<file path="src/rtl/regfile_writeback_if.sv">
`default_nettype none
// ============================================================================
//  Module      : regfile_writeback_if
//  Description : Bundle for the register-file write-back block. Carries the
//                ALU result port, the long-latency (LSU / mul / div) valid/
//                ready result port, the register-file write port and the
//                buffered-entry count.
//                  master : the write-back block (drives rw/dest/write_data,
//                           lsu_ready and pending_count)
//                  slave  : the core side (drives ALU and LSU results)
//  Revision    : 1.0 - initial release
// ============================================================================
interface regfile_writeback_if #(
    parameter int XLEN  = 32,
    parameter int DEPTH = 4
);
    // ALU result path: priority, no backpressure
    logic                     alu_valid;
    logic [4:0]               alu_dest;
    logic [XLEN-1:0]          alu_data;

    // Long-latency result path: valid/ready handshake
    logic                     lsu_valid;
    logic                     lsu_ready;
    logic [4:0]               lsu_dest;
    logic [XLEN-1:0]          lsu_data;

    // Register file write port
    logic                     rw;
    logic [4:0]               dest;
    logic [XLEN-1:0]          write_data;

    // Number of occupied FIFO slots (squashed entries included)
    logic [$clog2(DEPTH):0]   pending_count;

    modport master (
        input  alu_valid, alu_dest, alu_data,
        input  lsu_valid, lsu_dest, lsu_data,
        output lsu_ready,
        output rw, dest, write_data,
        output pending_count
    );

    modport slave (
        output alu_valid, alu_dest, alu_data,
        output lsu_valid, lsu_dest, lsu_data,
        input  lsu_ready,
        input  rw, dest, write_data,
        input  pending_count
    );
endinterface
`default_nettype wire

</file>
<file path="src/rtl/regfile_writeback.sv">
`default_nettype none
// ============================================================================
//  Module      : regfile_writeback
//  Description : Write-side master for the 32x32 integer register file.
//                Merges the single-cycle ALU result (priority, no
//                backpressure) with long-latency results that are buffered
//                in an in-order FIFO. Buffered results whose destination is
//                overwritten by a younger ALU result are squashed (kept in
//                their slot but never written).
//  Ports       : clk  - clock, rising edge
//                rst  - asynchronous active-low reset
//                bus  - regfile_writeback_if.master
//                       alu_valid/alu_dest/alu_data   ALU result in
//                       lsu_valid/lsu_ready/lsu_dest/lsu_data  LSU result in
//                       rw/dest/write_data             register file write
//                       pending_count                  occupied FIFO slots
//  Revision    : 1.0 - initial release
// ============================================================================
module regfile_writeback #(
    parameter int XLEN  = 32,
    parameter int DEPTH = 4
) (
    input  wire                          clk,
    input  wire                          rst,
    regfile_writeback_if.master          bus
);

    localparam int PTR_W = $clog2(DEPTH);
    localparam int CNT_W = PTR_W + 1;
    localparam logic [CNT_W-1:0] c_full_count = CNT_W'(DEPTH);

    // ------------------------------------------------------------------
    // FIFO bookkeeping
    // ------------------------------------------------------------------
    logic [PTR_W-1:0]  r_wr_ptr;
    logic [PTR_W-1:0]  r_rd_ptr;
    logic [CNT_W-1:0]  r_count;

    logic [4:0]        w_ent_dest [DEPTH];
    logic [XLEN-1:0]   w_ent_data [DEPTH];
    logic              w_ent_vld  [DEPTH];

    logic              w_full;
    logic              w_empty;
    logic              w_alu_sel;
    logic              w_accept;
    logic              w_push;
    logic              w_pop;
    logic              w_push_vld;
    logic              w_head_vld;
    logic [4:0]        w_head_dest;
    logic [XLEN-1:0]   w_head_data;

    assign w_full    = (r_count == c_full_count);
    assign w_empty   = (r_count == '0);

    // x0 is never written, so an ALU result for x0 loses arbitration
    assign w_alu_sel = bus.alu_valid && (bus.alu_dest != 5'd0);

    // Ready is a function of registered occupancy only
    assign bus.lsu_ready = !w_full;

    // Accepted results for x0 are consumed by the handshake but not stored
    assign w_accept  = bus.lsu_valid && !w_full;
    assign w_push    = w_accept && (bus.lsu_dest != 5'd0);

    // The ALU owns the output register whenever it is selected
    assign w_pop     = !w_alu_sel && !w_empty;

    // A result arriving alongside a same-destination ALU write is older
    // than that write, so it is stored already squashed
    assign w_push_vld = !(w_alu_sel && (bus.lsu_dest == bus.alu_dest));

    assign w_head_vld  = w_ent_vld[r_rd_ptr];
    assign w_head_dest = w_ent_dest[r_rd_ptr];
    assign w_head_data = w_ent_data[r_rd_ptr];

    // ------------------------------------------------------------------
    // FIFO storage, one register set per slot
    // ------------------------------------------------------------------
    for (genvar gi = 0; gi < DEPTH; gi++) begin : g_entry
        logic [4:0]      r_dest;
        logic [XLEN-1:0] r_data;
        logic            r_vld;
        logic            w_wr_here;
        logic            w_rd_here;
        logic            w_squash;

        assign w_wr_here = w_push && (r_wr_ptr == PTR_W'(gi));
        assign w_rd_here = w_pop  && (r_rd_ptr == PTR_W'(gi));
        assign w_squash  = w_alu_sel && (r_dest == bus.alu_dest);

        always_ff @(posedge clk or negedge rst) begin
            if (!rst) begin
                r_dest <= 5'd0;
                r_data <= '0;
                r_vld  <= 1'b0;
            end else if (w_wr_here) begin
                r_dest <= bus.lsu_dest;
                r_data <= bus.lsu_data;
                r_vld  <= w_push_vld;
            end else if (w_rd_here || w_squash) begin
                // Popped slots are cleared so free slots never look live
                r_vld  <= 1'b0;
            end
        end

        assign w_ent_dest[gi] = r_dest;
        assign w_ent_data[gi] = r_data;
        assign w_ent_vld[gi]  = r_vld;
    end

    // ------------------------------------------------------------------
    // Pointers and occupancy
    // ------------------------------------------------------------------
    always_ff @(posedge clk or negedge rst) begin
        if (!rst) begin
            r_wr_ptr <= '0;
            r_rd_ptr <= '0;
            r_count  <= '0;
        end else begin
            if (w_push) begin
                r_wr_ptr <= r_wr_ptr + 1'b1;
            end
            if (w_pop) begin
                r_rd_ptr <= r_rd_ptr + 1'b1;
            end
            case ({w_push, w_pop})
                2'b10:   r_count <= r_count + 1'b1;
                2'b01:   r_count <= r_count - 1'b1;
                default: r_count <= r_count;
            endcase
        end
    end

    assign bus.pending_count = r_count;

    // ------------------------------------------------------------------
    // Register file write port
    // ------------------------------------------------------------------
    logic              r_rw;
    logic [4:0]        r_dest_o;
    logic [XLEN-1:0]   r_wdata;

    always_ff @(posedge clk or negedge rst) begin
        if (!rst) begin
            r_rw     <= 1'b0;
            r_dest_o <= 5'd0;
            r_wdata  <= '0;
        end else if (w_alu_sel) begin
            r_rw     <= 1'b1;
            r_dest_o <= bus.alu_dest;
            r_wdata  <= bus.alu_data;
        end else if (w_pop && w_head_vld) begin
            r_rw     <= 1'b1;
            r_dest_o <= w_head_dest;
            r_wdata  <= w_head_data;
        end else begin
            // Squashed pop or idle: no write, index/data hold
            r_rw     <= 1'b0;
        end
    end

    assign bus.rw         = r_rw;
    assign bus.dest       = r_dest_o;
    assign bus.write_data = r_wdata;

endmodule
`default_nettype wire
</file>
<file path="src/flat_wrapper.sv">
// flat-port wrapper written by rule: the top's interface ports become plain ports
module regfile_writeback_flat 
#(
    parameter int XLEN  = 32,
    parameter int DEPTH = 4
)
  (clk, rst, bus_alu_valid, bus_alu_dest, bus_alu_data, bus_lsu_valid, bus_lsu_dest, bus_lsu_data, bus_lsu_ready, bus_rw, bus_dest, bus_write_data, bus_pending_count);
  regfile_writeback_if #(.XLEN(XLEN), .DEPTH(DEPTH)) bus_i ();
  input  wire clk;
  input  wire rst;
  input wire logic [$bits(bus_i.alu_valid)-1:0] bus_alu_valid;
  input wire logic [$bits(bus_i.alu_dest)-1:0] bus_alu_dest;
  input wire logic [$bits(bus_i.alu_data)-1:0] bus_alu_data;
  input wire logic [$bits(bus_i.lsu_valid)-1:0] bus_lsu_valid;
  input wire logic [$bits(bus_i.lsu_dest)-1:0] bus_lsu_dest;
  input wire logic [$bits(bus_i.lsu_data)-1:0] bus_lsu_data;
  output wire logic [$bits(bus_i.lsu_ready)-1:0] bus_lsu_ready;
  output wire logic [$bits(bus_i.rw)-1:0] bus_rw;
  output wire logic [$bits(bus_i.dest)-1:0] bus_dest;
  output wire logic [$bits(bus_i.write_data)-1:0] bus_write_data;
  output wire logic [$bits(bus_i.pending_count)-1:0] bus_pending_count;
  assign bus_i.alu_valid = bus_alu_valid;
  assign bus_i.alu_dest = bus_alu_dest;
  assign bus_i.alu_data = bus_alu_data;
  assign bus_i.lsu_valid = bus_lsu_valid;
  assign bus_i.lsu_dest = bus_lsu_dest;
  assign bus_i.lsu_data = bus_lsu_data;
  assign bus_lsu_ready = bus_i.lsu_ready;
  assign bus_rw = bus_i.rw;
  assign bus_dest = bus_i.dest;
  assign bus_write_data = bus_i.write_data;
  assign bus_pending_count = bus_i.pending_count;
  regfile_writeback #(.XLEN(XLEN), .DEPTH(DEPTH)) u_core (.clk(clk), .rst(rst), .bus(bus_i));
endmodule
</file>
<file path="config.mk">
export PLATFORM = sky130hd
export DESIGN_NAME = regfile_writeback_flat
export DESIGN_NICKNAME = d
export VERILOG_FILES = /design/src/rtl/regfile_writeback_if.sv /design/src/rtl/regfile_writeback.sv /design/src/flat_wrapper.sv
export SDC_FILE = /design/constraint.sdc
export NUM_CORES = 1
export LEC_CHECK = 0
export ABC_AREA = 1
export BUFFER_PORTS_ARGS = -buffer_cell sky130_fd_sc_hd__buf_2
export CAP_MARGIN = 20
export CORE_MARGIN = 2
export CORE_UTILIZATION = 49
export DETAILED_ROUTE_END_ITERATION = 12
export GPL_TIMING_DRIVEN = 0
export PLACE_DENSITY = 0.7
export SYNTH_ARGS = -nofsm -noshare
export SYNTH_HDL_FRONTEND = slang
export SYNTH_SLANG_ARGS = --single-unit
</file>
<file path="constraint.sdc">
create_clock -name clk -period 2.24 [get_ports clk]
set_clock_uncertainty 0.2 [all_clocks]
set_input_delay 0.336 -clock clk [delete_from_list [all_inputs] [get_ports clk]]
set_output_delay 0.336 -clock clk [all_outputs]
set_load 0.005 [all_outputs]
</file>
==> results of run 1 <==
## synthesized netlist by cell type, drive strengths merged
| cell | n | area, um2 |
|---|---|---|
| a21oi | 20 | 111 |
| buf | 58 | 357 |
| clkbuf | 14 | 53.8 |
| dfrtp | 197 | 4930 |
| fa | 1 | 20.0 |
| ha | 9 | 113 |
| inv | 45 | 169 |
| nand2 | 681 | 2560 |
| nand3 | 75 | 425 |
| nand3b | 1 | 20.0 |
| nand4 | 3 | 18.8 |
| nor2 | 27 | 104 |
| nor3 | 3 | 15.0 |
| o211ai | 11 | 82.6 |
| o21ai | 89 | 445 |
| xnor2 | 4 | 35.0 |
| xor2 | 15 | 131 |
## through the flow
stage	power [W]	std cells	cell area, um2	utilization (%)	setup TNS (ns)
after CTS	0.0162	1717	11700	60.3	0
after global placement	0.0128	1632	10500	54.3	-536.68
final	0.0163	1720	11700	60.5	0
after floorplan	0.0106	1253	9600	-	0
after global routing	0.0175	1720	11700	60.5	0
after detailed placement	0.0130	1633	10500	54.5	-0.383
## worst paths after layout
kind                                           endpoint
max                           u_core.bus.write_data[24]
min                           u_core.bus.write_data[12]
max reg2reg                   u_core.bus.write_data[24]
min reg2reg                   u_core.bus.write_data[21]
max in group asynchronous  u_core.g_entry[2].r_data[21]
min in group asynchronous   u_core.bus.pending_count[0]
## layout make-up
type,count,area share [%]
Clock buffer,20,3.82
Buffer,72,3.56
Clock inverter,12,1.24
Multi-Input combinational cell,939,35.1
Sequential cell,197,42.1
Timing Repair Buffer,170,9.84
Inverter,45,1.44
Tap cell,265,2.83
## worst max-delay path, stage by stage (launching register included)
cell and delay, ns:
dfrtp_1 0.41, buf_2 0.23, inv_2 0.16, clkbuf_1 0.49
nand3_1 0.17, nand2_1 0.14, nand2_1 0.08, o211ai_1 0.09
nand2_1 0.08
## flip-flops by register name (all words and copies together) (netlist names)
signal                    flops
u_core.g_entry.r_dest        20
u_core.g_entry.r_vld          4
u_core.bus.pending_count      3
u_core.bus.rw                 1
u_core.g_entry.r_data       128
u_core.r_wr_ptr               2
u_core.bus.write_data        32
u_core.r_rd_ptr               2
u_core.bus.dest               5
## metal layers
metal	wire length (um)	part of all wire, %
met5	0	0
met4	596	2.1
met3	1930	6.8
met2	13500	48
met1	12300	44
## power by group through the flow
stage | registers [W] | logic [W] | clock network (W)
detailed placement | 0.00619 | 0.00678 | 0
global route | 0.00637 | 0.00787 | 0.00330
floorplan | 0.00607 | 0.00457 | 0
CTS | 0.00616 | 0.00691 | 0.00316
global placement | 0.00616 | 0.00662 | 0
finish | 0.00619 | 0.00701 | 0.00314
## cells by family (layout without fill, tap and decap cells)
kind of cell | Yosys count | in the layout | share of synthesized area (%)
AND/OR/NAND/NOR | 790 | 790 | 32.8
flip-flops | 197 | 197 | 51.4
AO/OA/AOI/OAI | 120 | 120 | 6.66
buffers and inverters | 117 | 319 | 6.04
XOR/XNOR | 19 | 19 | 1.73
adder cells (fa/ha/maj) | 10 | 10 | 1.38
## repair_timing
action,in CTS,in global routing
hold buffers,52,0
endpoints found under the hold margin,261,0
buffers inserted,0,3
endpoints found under the setup margin,0,7
resized for setup,0,9
==> results by group, run 1 <==
Layout
  • Multi-input logic area: between 0.004 and 0.005 mm2
  • Commonest cells after routing, fill and taps aside: 676 x nand2_1, 196 x dfrtp_1, 147 x buf_2
  • Layout cell share with drive strength beyond 1: 15.9%
  • Area growth syn-to-layout: 21.9%
  • Register area: ~0.0049 mm2
  • Fillers: 1781
  • Ant diodes: 0
  • Commonest non-fill, non-tap cell in the layout: nand2_1
  • Nets: ~1500

Hold path
  • Hold depth: 3
  • Hold/Removal Path Class: in2reg
  • Hold_sp: bus_alu_data[12]

Worst setup path
  • CP Launch Type: register
  • Worst EP arrival: approximately 2.3 ns
  • Worst r2r path cells: 8
  • CP required: approximately 2.4 ns
  • Worst Setup SP: u_core.r_rd_ptr[1]
  • Flop2flop setup slack: just over 0.09 ns
  • Critical path fanouts, max: 11
  • Reg2reg start: u_core.r_rd_ptr[1]
  • CP Class: reg2reg
  • Setup crit end kind: register

Synth
  • Cell variety after synth: 26
  • Mapped Nets: 1341
  • Synth Warn #: 0
  • Syn Area/Cell: roughly 7.7 um2
  • Synthesized instance count: approximately 1300
  • Synth Register Bits: 197
  • Register area share after synthesis: approximately 51%
  • Synth Cell Area: 0.00959 mm2

Placed design
  • Global placement routability congestion: roughly 0.94
  • Place WS: -0.259 ns
  • Number of I/O port buffers: between 100 and 150
  • HPWL Detailed: between 15000 and 20000 um

Detailed routing
  • Post-Route WL: roughly 28000 um
  • Residual DRC: 0
  • Wire per inst: 16.5 um
  • Iter 0 DRT Violations: 1019
  • Vias per cell: around 5.3
  • Via count: 9079
  • DRT Pass-1 Iters: 8
  • Routed Antenna Nets: 0

Global routing
  • GRT Overall Usage: between 20% and 30%
  • Pin count of the biggest net entering global routing: 116
  • GR Util met3: between 5 and 6%
  • Grt met2 use: 46.3%
  • Initial antenna violation count: 0
  • Busiest grt layer: met2
  • Global-route wire length before repair: approximately 45000 um
  • GR Overflow Total: 0
  • Met1 usage: around 37%
  • Number of global-route vias before repair: between 8000 and 9000

Floorplan
  • Die width: about 140 um
  • Row count: 51
  • Starting Density: about half
  • Total core area: 0.0193 mm2
  • IO Pins: 120
  • Die Span Y: between 100 and 150 um
  • Die Area: just over 0.02 mm2

STA
  • Final setup vio count: 0
  • Hold slack: approximately 0.0034 ns
  • Final hold vios: 0
  • Minimum clock period: approximately 2.1 ns
  • Max Clk Rate: around 0.47 GHz
  • Setup repair after global routing missed its margin: no
  • Slew at the pin closest to its max-slew limit: approximately 0.87 ns
  • Rel. slew slack: a little over two fifths
  • Crit share post-route: between 90% and 100%
  • Setup WS post-layout: a little over 0.09 ns
  • Final Max Slew Viols: 0

Power
  • Clk network pwr share: between 10% and 20%
  • PwrDens: around 1400 mW/mm2
  • Leak Pwr: about 6.2 nW
  • Comb power frac: about 43%
  • Psw: between 0.006 and 0.007 W
  • Switch share: 41.9%
  • Maximum vdd drop: 0.805 mV
  • Sequential share of power: about 38%
  • Int Pwr: approximately 0.0095 W

Clock network
  • Clock tree from TritonCTS: built
  • Worst-Skew Late Latency: approximately 0.44 ns
  • Clock slew at reported path FFs: around 0.070 ns
  • CTS Buffer Depth: 2
  • H-tree levels: 4
  • Cts bufs inserted: 17
  • CTS Sinks: 197
  • Clk root buf: clkbuf_16

Job
  • Max-cap violations: 0

Status
  • Outcome: complete, no violations
No activity file was read; power rests on OpenSTA's default activity.
==> inputs of run 2 (changes only) <==
CORE_UTILIZATION = 53   (was 49)
PLACE_DENSITY = 0.75   (was 0.7)
==> run 2 against run 1 <==
  * Critical path type unchanged
  * Global-route usage grew 1.4 points
  * First-iteration DRC count is 14% lower
  * Sequential share of layout area increased by 0.14 points
  * Critical path depth increased by 2
  * Setup slack got worse by 0.032 ns
==> results by group, run 2 (synthesized netlist as in run 1, its figures left out) <==
Power
  • Maximum vdd drop: 0.979 mV (+22%)
  • PwrDens: 1410 mW/mm2 (+1.0%)
  • Leak Pwr: 6.18 nW (+0.19%)

Layout
  • Register with the most flip-flops: u_core.g_entry.r_data
  • Nets: 1527 (-0.20%)
  • Max reg flops: 128 (unchanged)
  • Layout cell share with drive strength beyond 1: 15.9% (-0.025 points)
  • Ant diodes: 0 (unchanged)
  • Post-route insts no fill: 1680 (-2.3%)
  • Finished Core Util: 65.3% (+4.8 points)
  • Commonest cells after routing, fill and taps aside: 676 x nand2_1, 197 x dfrtp_1, 149 x buf_2
  • Commonest non-fill, non-tap cell in the layout: nand2_1
  • Area growth syn-to-layout: 21.5%
  • Final Cell Area: 0.0117 mm2 (-0.35%)

Detailed routing
  • Wire per inst: 16.6 um (+0.52%)
  • Routed Antenna Nets: 0 (unchanged)
  • DRT Pass-1 Iters: 5 (-3)
  • Iter 0 DRT Violations: 881 (-14%)
  • Vias per cell: 5.30 (+0.32%)
  • Residual DRC: 0 (unchanged)
  • Via count: 8896 (-2.0%)
  • Post-Route WL: 27800 um (-1.8%)

Placed design
  • DP Area: 0.0105 mm2 (-0.43%)
  • Place WS: -0.257 ns (+0.00247 ns)
  • Number of I/O port buffers: 114 (unchanged)
  • Placed cells: 1597 (-2.2%)
  • Global placement routability congestion: 0.874 (-7.0%)
  • HPWL Detailed: 18300 um (-1.1%)

STA
  • Crit share post-route: 97.3% (+1.4 points)
  • Setup WS post-layout: 0.0599 ns (-0.0321 ns)
  • Final setup vio count: 0 (unchanged)
  • Rel. slew slack: 50.8% (+8.7 points)
  • Hold slack: 0.00162 ns (-0.00179 ns)
  • Final hold vios: 0 (unchanged)
  • Max Clk Rate: 0.459 GHz (-1.5%)
  • Minimum clock period: 2.18 ns (+0.0321 ns)
  • Setup repair after global routing missed its margin: no
  • Final Max Slew Viols: 0 (unchanged)
  • Slew at the pin closest to its max-slew limit: 0.739 ns (-0.130 ns)

Worst setup path
  • Reg2reg start: u_core.r_rd_ptr[1]
  • Setup crit end kind: register
  • Critical path fanouts, max: 10 (-1)
  • Worst EP arrival: 2.30 ns (+0.03 ns)
  • Flop2flop setup slack: 0.06 ns (-0.03 ns)
  • CP Class: reg2reg
  • Worst r2r path cells: 10 (+2)
  • CP required: 2.36 ns (about the same)
  • Worst r2r dst: u_core.bus.write_data[30]
  • CP Launch Type: register

Hold path
  • Hold endpoint: u_core.g_entry[3].r_dest[4]
  • Hold depth: 3 (unchanged)
  • Hold_sp: bus_lsu_dest[4]
  • Hold/Removal Path Class: in2reg

Clock network
  • Worst-Skew Late Latency: 0.44 ns (about the same)
  • Clock slew at reported path FFs: 0.07 ns (about the same)
  • CTS Buffer Depth: 2 (unchanged)
  • H-tree levels: 4 (unchanged)
  • CTS Sinks: 197 (unchanged)
  • Clk root buf: clkbuf_16
  • Cts bufs inserted: 17 (unchanged)
  • Clock tree from TritonCTS: built

Floorplan
  • Die Span Y: 139 um (-3.7%)
  • IO Pins: 120 (unchanged)
  • Die width: 139 um (-3.7%)
  • Row count: 49 (-3.9%)
  • Total core area: 0.0178 mm2 (-7.7%)
  • Starting Density: 53.8% (+4.2 points)
  • Die Area: 0.0192 mm2 (-7.3%)

Status
  • Outcome: complete, no violations

Global routing
  • Initial antenna violation count: 0 (unchanged)
  • GR Overflow Total: 0 (unchanged)
  • Pin count of the biggest net entering global routing: 105 (-9.5%)
  • Global-route wire length before repair: 45000 um (+0.54%)
  • GRT Overall Usage: 29.5% (+1.4 points)
  • Number of global-route vias before repair: 8585 (-0.71%)

Job
  • Max-cap violations: 0 (unchanged)
==> run 2: metrics by stage <==
step / setup TNS, ns / total power (W)
global placement: -540.34 / 0.0127
finish: 0 / 0.0165
global route: 0 / 0.0177
CTS: 0 / 0.0164
floorplan: 0 / 0.0106
detailed placement: -0.422 / 0.0129
==> run 2: how the worst max path moves through the flow <==
stage / endpoint / start / depth (start not counted) / slack, ns
after CTS: u_core.bus.pending_count[1] / u_core.bus.pending_count[1] / 8 / 0.04
after floorplan: u_core.bus.pending_count[2] / bus_alu_dest[2] / 13 / 0.01
final: u_core.bus.write_data[30] / u_core.r_rd_ptr[1] / 10 / 0.06
after global routing: u_core.bus.pending_count[1] / u_core.bus.pending_count[0] / 8 / 0.009
after global placement: u_core.g_entry[1].r_data[12] / rst / 1 / -2.76
after detailed placement: u_core.bus.pending_count[2] / bus_alu_dest[2] / 13 / -0.26
==> run 2: routing by layer <==
| layer | routed length (um) | GRT usage, % | vias to the layer above |
|---|---|---|---|
| li1 | - | - | 4267 |
| met1 | 12200 | 40.4 | 4208 |
| met2 | 13000 | 47.4 | 365 |
| met3 | 1950 | 5.84 | 56 |
| met4 | 705 | 10.7 | 0 |
| met5 | 0 | 0 | - |
==> run 2: cell type report <==
cell class                 count  area [um2]
buffer                        72         413
tap                          229         287
sequential                   197        4930
multi-input combinational    939        4100
fill                        1516        6180
clock buffer                  19         453
inverter                      45         169
clock inverter                12         178
timing repair buffer         167        1130
==> run 2: where the power goes <==
group | switching, W | leakage, nW | internal (W) | total, W
Sequential | 0.000971 | 2.44 | 0.00525 | 0.00622
Combinational | 0.00442 | 3.43 | 0.00253 | 0.00694
Clock | 0.00137 | 0.309 | 0.00193 | 0.00330
==> run 2: repair_timing <==
| action | in CTS | in global routing |
|---|---|---|
| hold buffers | 51 | 0 |
| setup buffers | 1 | 0 |
| gates resized for setup | 1 | 6 |
| endpoints found under the hold margin | 242 | 0 |
| setup endpoints to repair | 1 | 3 |
| pin swaps | 1 | 0 |
==> run 2: critical path, cell delays in order, from the launching register on <==
cell     delay, ns
dfrtp_1       0.39
buf_2         0.29
inv_2         0.14
nand3_1       0.12
nand3_1       0.09
nand2_2       0.24
inv_2         0.13
buf_6         0.18
buf_6         0.16
nand2_1       0.07
nand2_1       0.05
==> inputs of run 3 (changes only) <==
CELL_PAD_IN_SITES_DETAIL_PLACEMENT = 2   (was not set)
CELL_PAD_IN_SITES_GLOBAL_PLACEMENT = 2   (was not set)
CORE_UTILIZATION = 31   (was 53)
RECOVER_POWER = 25   (was not set)
==> run 3 against run 2 <==
  * Via count increased by 3.0%
  * Hold slack improved by 0.014 ns
  * Die area increased by 69%
  * Sequential share of layout area decreased by 0.86 points
  * Non-clock buffer count increased by 8
  * Sequential cell count unchanged
  * Cell area increased by 2.1%
  * Register-to-register slack improved by 0.03 ns
  * Critical endpoint is now u_core.bus.write_data[28]
  * Largest power group unchanged
==> results by group, run 3 (synthesized netlist as in run 1, its figures left out) <==
Worst setup path
  • Crit-path slowest cell: dfrtp_1
  • Setup crit end kind: register
  • Worst Setup SP: u_core.r_rd_ptr[1]
  • Critical path fanouts, max: 10 (unchanged)
  • Reg2reg start: u_core.r_rd_ptr[1]
  • WP depth: 10 (unchanged)
  • Worst r2r dst: u_core.bus.write_data[28]
  • CP Launch Type: register
  • Flop2flop setup slack: 0.09 ns (+0.03 ns)
  • CP Capture Point: u_core.bus.write_data[28]
  • Critical path buffers and inverters: 5 (unchanged)
  • Critical path's top delay family: buffers and inverters
  • CP peak stage delay: 0.42 ns (+0.03 ns)
  • Worst r2r path cells: 10 (unchanged)
  • Worst EP arrival: 2.35 ns (+0.05 ns)
  • CP Cell Sequence: buf_4, inv_2, nand3_1, nand3_1, nand2_4, inv_4, buf_6, buf_6, nand2_1, nand2_1
  • CP Class: reg2reg
  • CP required: 2.43 ns (+0.07 ns)

Detailed routing
  • DRT Pass-1 Iters: 4 (-1)
  • Vias per cell: 4.94 (-6.7%)
  • Routed Antenna Nets: 0 (unchanged)
  • Iter 0 DRT Violations: 497 (-44%)
  • Residual DRC: 0 (unchanged)
  • Wire per inst: 20.0 um (+21%)
  • Via count: 9167 (+3.0%)
  • Post-Route WL: 37200 um (+34%)

STA
  • Minimum clock period: 2.15 ns (-0.0277 ns)
  • Final Max Slew Viols: 0 (unchanged)
  • Rel. slew slack: 46.8% (-3.9 points)
  • Setup TNS: 0 ns (unchanged)
  • Final setup vio count: 0 (unchanged)
  • Setup repair after global routing missed its margin: yes
  • Slew at the pin closest to its max-slew limit: 0.798 ns (+0.0592 ns)
  • Max Clk Rate: 0.465 GHz (+1.3%)
  • Crit share post-route: 96.1% (-1.2 points)
  • Final hold vios: 0 (unchanged)
  • Hold slack: 0.0157 ns (+0.0141 ns)

Global routing
  • Global-route wire length before repair: 59900 um (+33%)
  • Initial antenna violation count: 0 (unchanged)
  • Number of global-route vias before repair: 10295 (+20%)
  • Pin count of the biggest net entering global routing: 103 (-1.9%)
  • GR Overflow Total: 0 (unchanged)
  • GRT Overall Usage: 23.8% (-5.8 points)

Layout
  • Finished Core Util: 39.0% (-26 points)
  • Nets: 1535 (+0.52%)
  • Area growth syn-to-layout: 24.1%
  • Max reg flops: 128 (unchanged)
  • Commonest cells after routing, fill and taps aside: 676 x nand2_1, 195 x dfrtp_1, 135 x buf_2
  • Fillers: 3554 (+130%)
  • Post-route insts no fill: 1856 (+10%)
  • Multi-input logic area: 0.00411 mm2 (+0.12%)
  • Ant diodes: 0 (unchanged)
  • Register area: 0.00493 mm2 (about the same)
  • Register with the most flip-flops: u_core.g_entry.r_data
  • Layout cell share with drive strength beyond 1: 16.0% (+0.039 points)
  • Commonest non-fill, non-tap cell in the layout: nand2_1

Placed design
  • HPWL Detailed: 25000 um (+36%)
  • Placed cells: 1764 (+10%)
  • Number of I/O port buffers: 114 (unchanged)
  • Global placement routability congestion: 0.798 (-8.7%)

Hold path
  • Hold depth: 3 (unchanged)
  • Hold_sp: bus_alu_data[0]
  • Hold/Removal Path Class: in2reg

Floorplan
  • Die Span Y: 180 um (+30%)
  • Row count: 64 (+31%)
  • Starting Density: 31.4% (-22 points)
  • Die Area: 0.0324 mm2 (+69%)
  • Die width: 180 um (+30%)
  • Total core area: 0.0305 mm2 (+71%)
  • IO Pins: 120 (unchanged)

Power
  • Leak Pwr: 6.18 nW (about the same)
  • Maximum vdd drop: 0.645 mV (-34%)
  • Total power: 0.0168 W (+2.3%)
  • PwrDens: 1410 mW/mm2 (+0.13%)

Clock network
  • H-tree levels: 4 (unchanged)
  • Clock slew at reported path FFs: 0.09 ns (+0.02 ns)
  • Clock tree from TritonCTS: built
  • Cts bufs inserted: 17 (unchanged)
  • Clk root buf: clkbuf_16
  • CTS Buffer Depth: 2 (unchanged)
  • Worst-Skew Late Latency: 0.45 ns (about the same)
  • CTS Sinks: 197 (unchanged)

Status
  • Outcome: complete, no violations

Job
  • Max-cap violations: 0 (unchanged)
==> run 3: timing repair <==
item | CTS | global route
gates resized for setup | 9 | 20
setup buffers | 1 | 0
pin swaps | 1 | 0
hold buffers | 59 | 0
endpoints found under the hold margin | 248 | 0
endpoints found under the setup margin | 33 | 33
gates cloned | 0 | 0
==> run 3: worst reg2reg max path, cell delays in order, from the launching register on <==
cell and delay (ns):
dfrtp_1 0.42, buf_4 0.21, inv_2 0.18, nand3_1 0.11
nand3_1 0.14, nand2_4 0.16, inv_4 0.14, buf_6 0.20
buf_6 0.19, nand2_1 0.08, nand2_1 0.07
==> run 3: final cells by class <==
cell class	count	share of cell area, %
plain buffers	72	3.69
clock buffers	18	3.60
clock inverters	14	1.11
inverters	45	1.44
multi-input cells	939	34.5
flip-flops and latches	197	41.4
well taps	396	4.16
repair buffers	175	10.1
==> run 3: worst min-delay path by stage <==
stage / slack [ns] / endpoint
2_1_floorplan: -0.16 / u_core.bus.dest[0]
4_1_cts: 0.003 / u_core.g_entry[1].r_dest[3]
3_5_place_dp: 0.25 / u_core.bus.pending_count[0]
3_3_place_gp: 0.26 / u_core.bus.write_data[30]
5_1_grt: 0.02 / u_core.g_entry[1].r_dest[4]
6_report: 0.02 / u_core.bus.write_data[0]
==> run 3: power breakdown <==
group / internal [W] / switching, W / total [W]
combinational: 0.00258 / 0.00493 / 0.00751
sequential: 0.00525 / 0.000994 / 0.00624
clock: 0.00148 / 0.00160 / 0.00308
==> run 3: layer usage <==
metal / share of wire [%] / GRT usage [%] / wire (um) / vias to the layer above
met5: 0 / 0 / 0 / -
met4: 1.5 / 5.59 / 545 / 0
met3: 3.0 / 3.06 / 1130 / 33
met2: 50 / 41.7 / 18500 / 180
met1: 46 / 31.1 / 17000 / 4665
li1: - / - / - / 4289
==> run 3: per-stage QoR <==
step           worst slack [ns]  area, um2
2_1_floorplan            0.0149       9600
3_3_place_gp              -3.20      10700
3_5_place_dp             -0.298      10700
4_1_cts                  0.0264      11900
5_1_grt                -0.00906      11900
6_report                 0.0876      11900
